File: src/rtl/uart_pkg.sv
// Constants and types shared by the OrangeCrab UART transmitter and receiver.
// Bit timing is derived from the 48 MHz reference clock and the 19200 baud rate.
package uart_pkg;

  localparam int CLK_HZ       = 48_000_000;
  localparam int BAUD         = 19_200;
  localparam int CLKS_PER_BIT = CLK_HZ / BAUD;

  typedef enum logic [2:0] {
    IDLE,
    START,
    DATA,
    STOP,
    WAIT_IDLE
  } rx_state_t;

  // 2-of-3 vote used to reject a single-cycle glitch at the bit centre.
  function automatic logic majority3(input logic a, input logic b, input logic c);
    return (a & b) | (a & c) | (b & c);
  endfunction

endpackage

File: src/rtl/uart_rx_if.sv
// Receive-side UART bundle: serial line in, byte holding register and status out.
// The slave modport is the receiver; the master modport is the byte consumer.
interface uart_rx_if;

  logic       rx_in;
  logic       rx_r_n;
  logic [7:0] rx_data;
  logic       rx_ready_n;
  logic       rx_busy_n;
  logic       rx_ferr_n;
  logic       rx_overrun_n;

  modport slave (
    input  rx_in,
    input  rx_r_n,
    output rx_data,
    output rx_ready_n,
    output rx_busy_n,
    output rx_ferr_n,
    output rx_overrun_n
  );

  modport master (
    output rx_in,
    output rx_r_n,
    input  rx_data,
    input  rx_ready_n,
    input  rx_busy_n,
    input  rx_ferr_n,
    input  rx_overrun_n
  );

endinterface

File: src/rtl/uart_rx_sync2.sv
// Two-flop synchronizer for an asynchronous input pin.
// RST_VAL matches the pin's idle level so reset never looks like an edge.
module sync2 #(
  parameter logic RST_VAL = 1'b1
) (
  input  logic clk,
  input  logic rst_n,
  input  logic d_i,
  output logic q_o
);

  logic meta_q;
  logic sync_q;

  always_ff @(posedge clk) begin
    if (!rst_n) begin
      meta_q <= RST_VAL;
      sync_q <= RST_VAL;
    end else begin
      meta_q <= d_i;
      sync_q <= meta_q;
    end
  end

  assign q_o = sync_q;

endmodule

File: src/rtl/uart_rx.sv
// 8N1 UART receiver with majority-voted bit sampling and a one-byte holding
// register read through an active-low ready/read strobe pair.
module uart_rx #(
  parameter int CLKS_PER_BIT = uart_pkg::CLKS_PER_BIT
) (
  input logic      clk_48,
  input logic      rst_n,
  uart_rx_if.slave bus
);

  import uart_pkg::*;

  // CLKS_PER_BIT must be at least 8 so the three samples fit before the wrap.
  localparam int CNT_W = $clog2(CLKS_PER_BIT);
  localparam int HALF  = CLKS_PER_BIT / 2;

  localparam logic [CNT_W-1:0] CNT_ONE    = CNT_W'(1);
  localparam logic [CNT_W-1:0] CNT_LAST   = CNT_W'(CLKS_PER_BIT - 1);
  localparam logic [CNT_W-1:0] CNT_EARLY  = CNT_W'(HALF - 1);
  localparam logic [CNT_W-1:0] CNT_MID    = CNT_W'(HALF);
  localparam logic [CNT_W-1:0] CNT_DECIDE = CNT_W'(HALF + 1);

  logic s;
  logic s_prev_q;

  rx_state_t        state_q,     state_d;
  logic [CNT_W-1:0] cnt_q,       cnt_d;
  logic [2:0]       idx_q,       idx_d;
  logic             early_q,     early_d;
  logic             mid_q,       mid_d;
  logic [7:0]       shift_q,     shift_d;
  logic [7:0]       data_q,      data_d;
  logic             ready_n_q,   ready_n_d;
  logic             busy_n_q,    busy_n_d;
  logic             ferr_n_q,    ferr_n_d;
  logic             overrun_n_q, overrun_n_d;

  logic             cnt_wrap;
  logic [CNT_W-1:0] cnt_inc;
  logic             bit_val;

  sync2 #(
    .RST_VAL (1'b1)
  ) u_sync_rx (
    .clk   (clk_48),
    .rst_n (rst_n),
    .d_i   (bus.rx_in),
    .q_o   (s)
  );

  assign cnt_wrap = (cnt_q == CNT_LAST);
  assign cnt_inc  = cnt_wrap ? '0 : cnt_q + CNT_ONE;
  assign bit_val  = majority3(early_q, mid_q, s);

  // NOTE: every next-state signal is defaulted to its current value first, so
  // no path through the case statement can leave one unassigned and infer a latch.
  always_comb begin
    state_d     = state_q;
    cnt_d       = cnt_q;
    idx_d       = idx_q;
    early_d     = early_q;
    mid_d       = mid_q;
    shift_d     = shift_q;
    data_d      = data_q;
    ready_n_d   = ready_n_q;
    busy_n_d    = busy_n_q;
    ferr_n_d    = 1'b1;
    overrun_n_d = overrun_n_q;

    if (!bus.rx_r_n && !ready_n_q) begin
      ready_n_d   = 1'b1;
      overrun_n_d = 1'b1;
    end

    if (cnt_q == CNT_EARLY) early_d = s;
    if (cnt_q == CNT_MID)   mid_d   = s;

    case (state_q)
      IDLE: begin
        cnt_d = '0;
        // The detection cycle itself counts as cnt 0 of the start bit.
        if (s_prev_q && !s) begin
          cnt_d    = CNT_ONE;
          idx_d    = 3'd0;
          busy_n_d = 1'b0;
          state_d  = START;
        end
      end

      START: begin
        cnt_d = cnt_inc;
        if (cnt_q == CNT_DECIDE && bit_val) begin
          cnt_d    = '0;
          busy_n_d = 1'b1;
          state_d  = IDLE;
        end else if (cnt_wrap) begin
          state_d = DATA;
        end
      end

      DATA: begin
        cnt_d = cnt_inc;
        if (cnt_q == CNT_DECIDE) shift_d = {bit_val, shift_q[7:1]};
        if (cnt_wrap) begin
          if (idx_q == 3'd7) state_d = STOP;
          else               idx_d   = idx_q + 3'd1;
        end
      end

      STOP: begin
        cnt_d = cnt_inc;
        // Leave at the stop-bit centre so a back-to-back start edge is not missed.
        if (cnt_q == CNT_DECIDE) begin
          cnt_d    = '0;
          busy_n_d = 1'b1;
          if (bit_val) begin
            state_d = IDLE;
            if (ready_n_q || !bus.rx_r_n) begin
              data_d    = shift_q;
              ready_n_d = 1'b0;
            end else begin
              overrun_n_d = 1'b0;
            end
          end else begin
            ferr_n_d = 1'b0;
            state_d  = WAIT_IDLE;
          end
        end
      end

      WAIT_IDLE: begin
        cnt_d = '0;
        if (s) state_d = IDLE;
      end

      default: begin
        cnt_d   = '0;
        state_d = IDLE;
      end
    endcase
  end

  // NOTE: sequential state uses non-blocking assignments so every flop samples
  // the pre-edge values, independent of statement order.
  always_ff @(posedge clk_48) begin
    if (!rst_n) begin
      s_prev_q    <= 1'b1;
      state_q     <= IDLE;
      cnt_q       <= '0;
      idx_q       <= 3'd0;
      early_q     <= 1'b1;
      mid_q       <= 1'b1;
      shift_q     <= 8'h00;
      data_q      <= 8'h00;
      ready_n_q   <= 1'b1;
      busy_n_q    <= 1'b1;
      ferr_n_q    <= 1'b1;
      overrun_n_q <= 1'b1;
    end else begin
      s_prev_q    <= s;
      state_q     <= state_d;
      cnt_q       <= cnt_d;
      idx_q       <= idx_d;
      early_q     <= early_d;
      mid_q       <= mid_d;
      shift_q     <= shift_d;
      data_q      <= data_d;
      ready_n_q   <= ready_n_d;
      busy_n_q    <= busy_n_d;
      ferr_n_q    <= ferr_n_d;
      overrun_n_q <= overrun_n_d;
    end
  end

  assign bus.rx_data      = data_q;
  assign bus.rx_ready_n   = ready_n_q;
  assign bus.rx_busy_n    = busy_n_q;
  assign bus.rx_ferr_n    = ferr_n_q;
  assign bus.rx_overrun_n = overrun_n_q;

endmodule
File: src/flat_wrapper.sv
// flat-port wrapper written by rule: the top's interface ports become plain ports
module uart_rx_flat import uart_pkg::*;
#(
  parameter int CLKS_PER_BIT = uart_pkg::CLKS_PER_BIT
)
  (clk_48, rst_n, bus_rx_in, bus_rx_r_n, bus_rx_data, bus_rx_ready_n, bus_rx_busy_n, bus_rx_ferr_n, bus_rx_overrun_n);
  uart_rx_if bus_i ();
  input logic clk_48;
  input logic rst_n;
  input wire logic [$bits(bus_i.rx_in)-1:0] bus_rx_in;
  input wire logic [$bits(bus_i.rx_r_n)-1:0] bus_rx_r_n;
  output wire logic [$bits(bus_i.rx_data)-1:0] bus_rx_data;
  output wire logic [$bits(bus_i.rx_ready_n)-1:0] bus_rx_ready_n;
  output wire logic [$bits(bus_i.rx_busy_n)-1:0] bus_rx_busy_n;
  output wire logic [$bits(bus_i.rx_ferr_n)-1:0] bus_rx_ferr_n;
  output wire logic [$bits(bus_i.rx_overrun_n)-1:0] bus_rx_overrun_n;
  assign bus_i.rx_in = bus_rx_in;
  assign bus_i.rx_r_n = bus_rx_r_n;
  assign bus_rx_data = bus_i.rx_data;
  assign bus_rx_ready_n = bus_i.rx_ready_n;
  assign bus_rx_busy_n = bus_i.rx_busy_n;
  assign bus_rx_ferr_n = bus_i.rx_ferr_n;
  assign bus_rx_overrun_n = bus_i.rx_overrun_n;
  uart_rx #(.CLKS_PER_BIT(CLKS_PER_BIT)) u_core (.clk_48(clk_48), .rst_n(rst_n), .bus(bus_i));
endmodule
File: config.mk
export PLATFORM = sky130hd
export DESIGN_NAME = uart_rx_flat
export DESIGN_NICKNAME = d
export VERILOG_FILES = /design/src/rtl/uart_pkg.sv /design/src/rtl/uart_rx_if.sv /design/src/rtl/uart_rx_sync2.sv /design/src/rtl/uart_rx.sv /design/src/flat_wrapper.sv
export SDC_FILE = /design/constraint.sdc
export NUM_CORES = 1
export LEC_CHECK = 0
export ABC_AREA = 1
export ABC_CLOCK_PERIOD_IN_PS = 1500
export CELL_PAD_IN_SITES_DETAIL_PLACEMENT = 2
export CELL_PAD_IN_SITES_GLOBAL_PLACEMENT = 2
export CORE_MARGIN = 2
export CORE_UTILIZATION = 31
export CTS_BUF_LIST = sky130_fd_sc_hd__clkbuf_8
export DETAILED_ROUTE_END_ITERATION = 8
export PLACE_DENSITY = 0.82
export RECOVER_POWER = 100
export SKIP_CTS_REPAIR_TIMING = 1
export SYNTH_ARGS = -nofsm -noshare
export SYNTH_HDL_FRONTEND = slang
export SYNTH_SLANG_ARGS = --single-unit
export TNS_END_PERCENT = 20
File: constraint.sdc
create_clock -name clk_48 -period 1.5 [get_ports clk_48]
set_input_delay 0.15 -clock clk_48 [delete_from_list [all_inputs] [get_ports clk_48]]
set_output_delay 0.15 -clock clk_48 [all_outputs]
set_load 0.005 [all_outputs]
# After elaboration in Yosys (flattened, before gate mapping)

Cells that the tools add are included.

Bits in registers: 43
Bits in latches: 0
Bits in writable memories: 0
Memory bits (read-only): 0
Output and inout bits: 12
Logic and storage cells: 87
Memories kept: 0

$add $sub $neg: 2
$mul: 0
Div/mod/pow operators: 0
$lt $le $gt $ge: 0
Eq/ne operators: 17
Shifts and indexed selects: 0
Muxes and demuxes: 33
Bitwise logic cells: 5
Reduce and logical (&&, ||, !) cells: 16

Operators with widths:

| cell                                                                     | count |
|---|---|
| 12-bit one-hot mux with 4 select lines                                   | 1 |
| 12-bit by 11-bit == test with 1-bit output (second input constant)       | 3 |
| 12-bit 2-to-1 mux                                                        | 3 |
| 3-bit 2-to-1 mux                                                         | 11 |
| 1-bit 2-to-1 mux                                                         | 15 |
| 3-bit one-hot mux with 5 select lines                                    | 1 |
| 12-bit by 1-bit adder with 12-bit output (second input constant)         | 1 |
| 12-bit == test (second input constant)                                   | 1 |
| 4-bit AND reduction                                                      | 3 |
| 2-bit by 1-bit inequality test with 1-bit output (second input constant) | 5 |
| 3-bit by 2-bit == test with 1-bit output (second input constant)         | 2 |
| 3-bit == test (second input constant)                                    | 2 |
| 3-bit one-hot mux with 2 select lines                                    | 1 |
| 6-bit AND reduction                                                      | 1 |
| 2-bit inequality test (second input constant)                            | 2 |
| 3-bit by 1-bit adder with 3-bit output (second input constant)           | 1 |
| 1-bit bitwise AND                                                        | 3 |
| 3-bit by 1-bit == test with 1-bit output (second input constant)         | 1 |
| 1-bit logical AND                                                        | 3 |
| 1-bit logical NOT                                                        | 3 |
| 3-bit logical NOT                                                        | 1 |
| 3-bit by 1-bit inequality test with 1-bit output (second input constant) | 1 |
| 1-bit one-hot mux with 3 select lines                                    | 1 |
| 3-bit AND reduction                                                      | 1 |
| other kinds (5)                                                          | 6 |

# Logic depth before layout (Yosys ltp)

Gate-level depths: netlist of the first run.

Depth in word-level cells: 7
Gate-level depth with buffers: 11
Gate-level depth less buffers: 11

# Cells and area by module

From an unflattened synthesis of the first run, not the netlist that was laid out.

Cells, all modules: 257
Area, all modules: 1985.7 um^2

By module, submodules not included:

| module  | instances | cells each | area each (um^2) | sequential area each (um^2) |
|---|---|---|---|---|
| uart_rx | 1         | 251        | 1930.6           | 820.8 |
| sync2   | 1         | 6          | 55.1             | 40.0 |

# Least setup slack after synthesis of the first run

Ideal clock, no wire load.

Kind: reg2reg
From: register u_core.cnt_q[0]
To: register u_core.shift_q[6]
Arrival time: 1411 ps
Data required time: 1381 ps
Slack: -30 ps
Cell stages (with the launch flop): 10
Buffers on the path: 1
Cells stage by stage: dfxtp_1 > ha_1 > inv_1 > nor2_2 > nand2_1 > nor2_2 > nand2_2 > buf_4 > o21ai_0 > a21oi_1

Longest elaborated chain between the ends: 2

Ends and longest elaborated chain:

| item                                       | RTL line       | text |
|---|---|---|
| from (decl)                                | uart_rx.sv:27  | `logic [CNT_W-1:0] cnt_q, cnt_d;` |
| from (signal assigned)                     | uart_rx.sv:162 | `cnt_q <= cnt_d;` |
| 12-bit by 11-bit == test with 1-bit output | uart_rx.sv:103 | `if (cnt_q == CNT_DECIDE) shift_d = {bit_val, shift_q[7:1]};` |
| 2-bit AND reduction (no source line)       | -              |  |
| to (signal assigned)                       | uart_rx.sv:166 | `shift_q <= shift_d;` |
| to (decl)                                  | uart_rx.sv:31  | `logic [7:0] shift_q, shift_d;` |

No other way between the ends.
A chain may end at the register's enable or synchronous reset.

# Worst setup path in the final report of the first run

From: register u_core.idx_q[1]
To: register u_core.state_q[1]

Longest elaborated chain between the ends: 3

Ends and longest elaborated chain:

| item                                                              | RTL line       | text |
|---|---|---|
| from (decl)                                                       | uart_rx.sv:28  | `logic [2:0] idx_q, idx_d;` |
| from (signal assigned)                                            | uart_rx.sv:163 | `idx_q <= idx_d;` |
| 3-bit == test                                                     | uart_rx.sv:105 | `if (idx_q == 3'd7) state_d = STOP;` |
| 2-bit by 1-bit inequality test with 1-bit output (no source line) | -              |  |
| 6-bit AND reduction (no source line)                              | -              |  |
| to (signal assigned)                                              | uart_rx.sv:161 | `state_q <= state_d;` |
| to (decl)                                                         | uart_rx.sv:26  | `rx_state_t state_q, state_d;` |

No other way between the ends.

==> results_dict.tcl, run 1 <==
set metrics [dict create \
    clock.fmax_ghz 0.602 \
    combPwrFrac_pct 35.0 \
    critical-path-top-delay-family "simple AND/OR/NAND/NOR gates" \
    ios 16 \
    coreArea_um2 5990 \
    min_period_ns 1.66 \
    grt_overflow_total 0 \
    synthCells 267 \
    r2r-end "u_core.state_q[1]" \
    maxSlewHeadroom_pct 74.5 \
    crit_path_start_kind "register" \
    critPathRequiredTime_ns 1.70 \
    tightest_slew_ns 0.382 \
    fillers 664 \
    syn_avg_cell_area_um2 7.25 \
    ys.flop_type "dfxtp_1" \
    gp_congestion 0.832 \
    r2r_slack_ns -0.16 \
    synth_edf_count 0 \
    hold_violations 0 \
    synthTopCellsByCount "59 x nand2_1, 43 x dfxtp_1, 37 x nor2_1, 30 x inv_1, 25 x a21oi_1" \
    cts_buffers 5 \
    finalSetupViolations 37 \
    cpPeakStageDelay_ns 0.37 \
    synth_xor_area_share_pct 3.17 \
    diodes 0 \
    regArea_um2 873 \
    nNetsFinal 327 \
    wl_per_cell_um 21.2 \
    powerDensity_nw_per_um2 1220 \
    cts.path.max_buffers 2 \
    synth_simple_gate_area_share_pct 28.8 \
    ys_seq_area_share_pct 44.5 \
    stdcell_count 394 \
    synth_area_um2 1940 \
    dpl.cell_count 381 \
    min_path_cells 2 \
    synth_most_common_cell "nand2_1" \
    fin_worst_skew_ns 0.0159 \
    crit_chain "ha_1 -> ha_1 -> inv_1 -> nand2_2 -> nand2_1 -> inv_1 -> nand2_1 -> nor2_4 -> nand3_1 -> nand2_1 -> nor2_1" \
    period_share_pct 111 \
    power_w 0.00343 \
    die_x_um 83.0 \
    vias_per_cell 5.15 \
    p_leak_nw 1.06 \
    crit_slowest_cell "dfxtp_1" \
    hold_start "bus_rx_in" \
    drc 0 \
    clkPwrFrac_pct 28.2 \
    worstHoldEndpoint "u_core.u_sync_rx.meta_q" \
    critPathBufInv 2 \
    grt_setup_unrepaired "true" \
    ys_ff_latch 43 \
    vias 2030 \
    fin_ws_ns -0.160 \
    cp_data_arrival_time_ns 1.86 \
    fin_tns_setup_ns -4.00 \
    start_util_pct 32.3 \
    dieArea_um2 6890 \
    syn_nets 276 \
    async_flop_share_pct 0 \
    r2r_start "u_core.idx_q[1]" \
    cp-end-kind "register" \
    violations "negative setup slack" \
    p_sw_w 0.00129 \
    pwr-share-seq_pct 36.8 \
    synthMuxAreaShare_pct 0 \
    port_buffers 15 \
    sw_frac_of_total_pct 37.6 \
    syn_to_final_growth_pct 45.5 \
    tritoncts "done" \
    grt_use_total_pct 20.6 \
    grt_pass1_vias 2270 \
    hold_class "in2reg" \
    rows 28 \
    ys_warn_count 0 \
    cts_sinks 43 \
    grt_max_degree 17 \
    synth_cell_types 26 \
    synth_top_family_by_area "simple AND/OR/NAND/NOR gates" \
    crit_type "reg2reg" \
    max_cap_viol_count 0 \
    grt_pass1_wl_um 11400 \
    r2r_cells 11 \
    die_h_um 83.0 \
    crit_fanout 3 \
    dr.pass1.iters 4 \
    clockRootBuffer "clkbuf_8" \
    place.detailed.hpwl_um 4610 \
    fin_util_pct 47.0 \
    grt_antenna_before_repair 0 \
    wl_um 8360 \
    clk_pin_slew_ns 0.09 \
    clk_latency_ns 0.31 \
    yosysTopAreaCellShare_pct 44.5 \
    htree_levels 2 \
    synthTopCellsByArea "dfxtp_1 44%, nand2_1 11%, nor2_1 7.2%" \
    drive_gt1_share_pct 35.1 \
    internal_power_w 0.00214 \
    detail-route-antenna-nets 0 \
    crit_top_cell "nand2_1" \
    drt-initial-drc-count 53 \
    peakVddDrop_mv 0.767 \
    synth_compound_area_share_pct 12.4 \
    multi_input_area_um2 1170 \
    outcome "finished, violations left" \
    synthAdderAreaFrac_pct 3.23 \
    whs_ns 0.408 \
    drv_slew 0 \
    yosys.area.top_type "dfxtp_1" \
]
-- state kept, by name, summed over array words and instances (netlist names) --
signal,flops
u_core.bus.rx_busy_n,1
u_core.bus.rx_ready_n,1
u_core.cnt_q,12
u_core.bus.rx_overrun_n,1
u_core.shift_q,8
u_core.bus.rx_ferr_n,1
u_core.early_q,1
u_core.u_sync_rx.q_o,1
u_core.state_q,3
u_core.s_prev_q,1
u_core.mid_q,1
u_core.bus.rx_data,8
u_core.idx_q,3
u_core.u_sync_rx.meta_q,1
-- layout by cell type (no fill, tap or decap), drive strengths merged --
master / n
bufinv: 1
o211ai: 2
or2: 2
nor2: 41
clkinv: 1
a21o: 1
a21oi: 26
xor2: 6
ha: 5
o21ai: 14
nand3b: 1
clkbuf: 5
nor3: 4
a31oi: 1
xnor2: 1
nand3: 13
clkdlybuf4s50: 5
inv: 35
dfxtp: 43
nand2: 63
buf: 33
dlygate4sd3: 10
nand4: 5
a211oi: 1
-- cell families (layout without fill, tap and decap cells) --
logic type,Yosys count,in the layout
simple gates,128,129
xor+xnor,7,7
flops,43,43
buf+inv,39,90
compound gates,45,45
fa+ha+maj,5,5
-- power by group through the flow --
stage / clock network, W / registers [W] / logic [W]
6_report: 0.000968 / 0.00126 / 0.00120
5_1_grt: 0.00103 / 0.00127 / 0.00130
4_1_cts: 0.000995 / 0.00124 / 0.000946
3_5_place_dp: 0 / 0.00126 / 0.000908
3_3_place_gp: 0 / 0.00126 / 0.000858
2_1_floorplan: 0 / 0.00126 / 0.000529
-- metrics by stage --
stage	worst slack (ns)	cell area, µm²
floorplan	0.00655	1940
global placement	-0.0490	2400
detailed placement	-0.203	2400
CTS	-0.316	2510
global route	-0.276	2820
finish	-0.160	2820
-- layout make-up --
type / instances / area share [%]
Inverter: 34 / 4.53
Sequential cell: 43 / 31.0
Multi-Input combinational cell: 186 / 41.7
Clock buffer: 5 / 2.44
Tap cell: 75 / 3.33
Timing Repair Buffer: 48 / 15.3
Clock inverter: 3 / 1.69
-- routing by layer --
metal,global-route usage [%],wire length [µm]
met5,0,0
met4,7.15,122
met3,3.68,201
met2,38.6,4530
met1,23.1,3500
-- worst max-delay path by stage --
| stage | start | end | slack, ns | cells past startpoint |
|---|---|---|---|---|
| after floorplan | u_core.cnt_q[0] | u_core.shift_q[6] | 0.007 | 9 |
| after global placement | u_core.cnt_q[1] | u_core.shift_q[5] | -0.05 | 8 |
| after detailed placement | u_core.cnt_q[0] | u_core.idx_q[0] | -0.20 | 9 |
| after CTS | u_core.cnt_q[0] | u_core.idx_q[0] | -0.32 | 9 |
| after global routing | u_core.state_q[2] | u_core.cnt_q[6] | -0.28 | 9 |
| final | u_core.idx_q[1] | u_core.state_q[1] | -0.16 | 11 |
Note: power is estimated with default switching activity, not from simulation.
==> inputs of run 2 (changes only) <==
- CTS_CLUSTER_DIAMETER: unset -> 30
==> results of run 2 <==
Same layout as run 1: the final DEF is identical, and so are final timing and power.
==> inputs of run 3 (changes only) <==
- CTS_CLUSTER_DIAMETER: 30 -> 60
==> results of run 3 <==
Same layout as run 1: the final DEF is identical, and so are final timing and power.
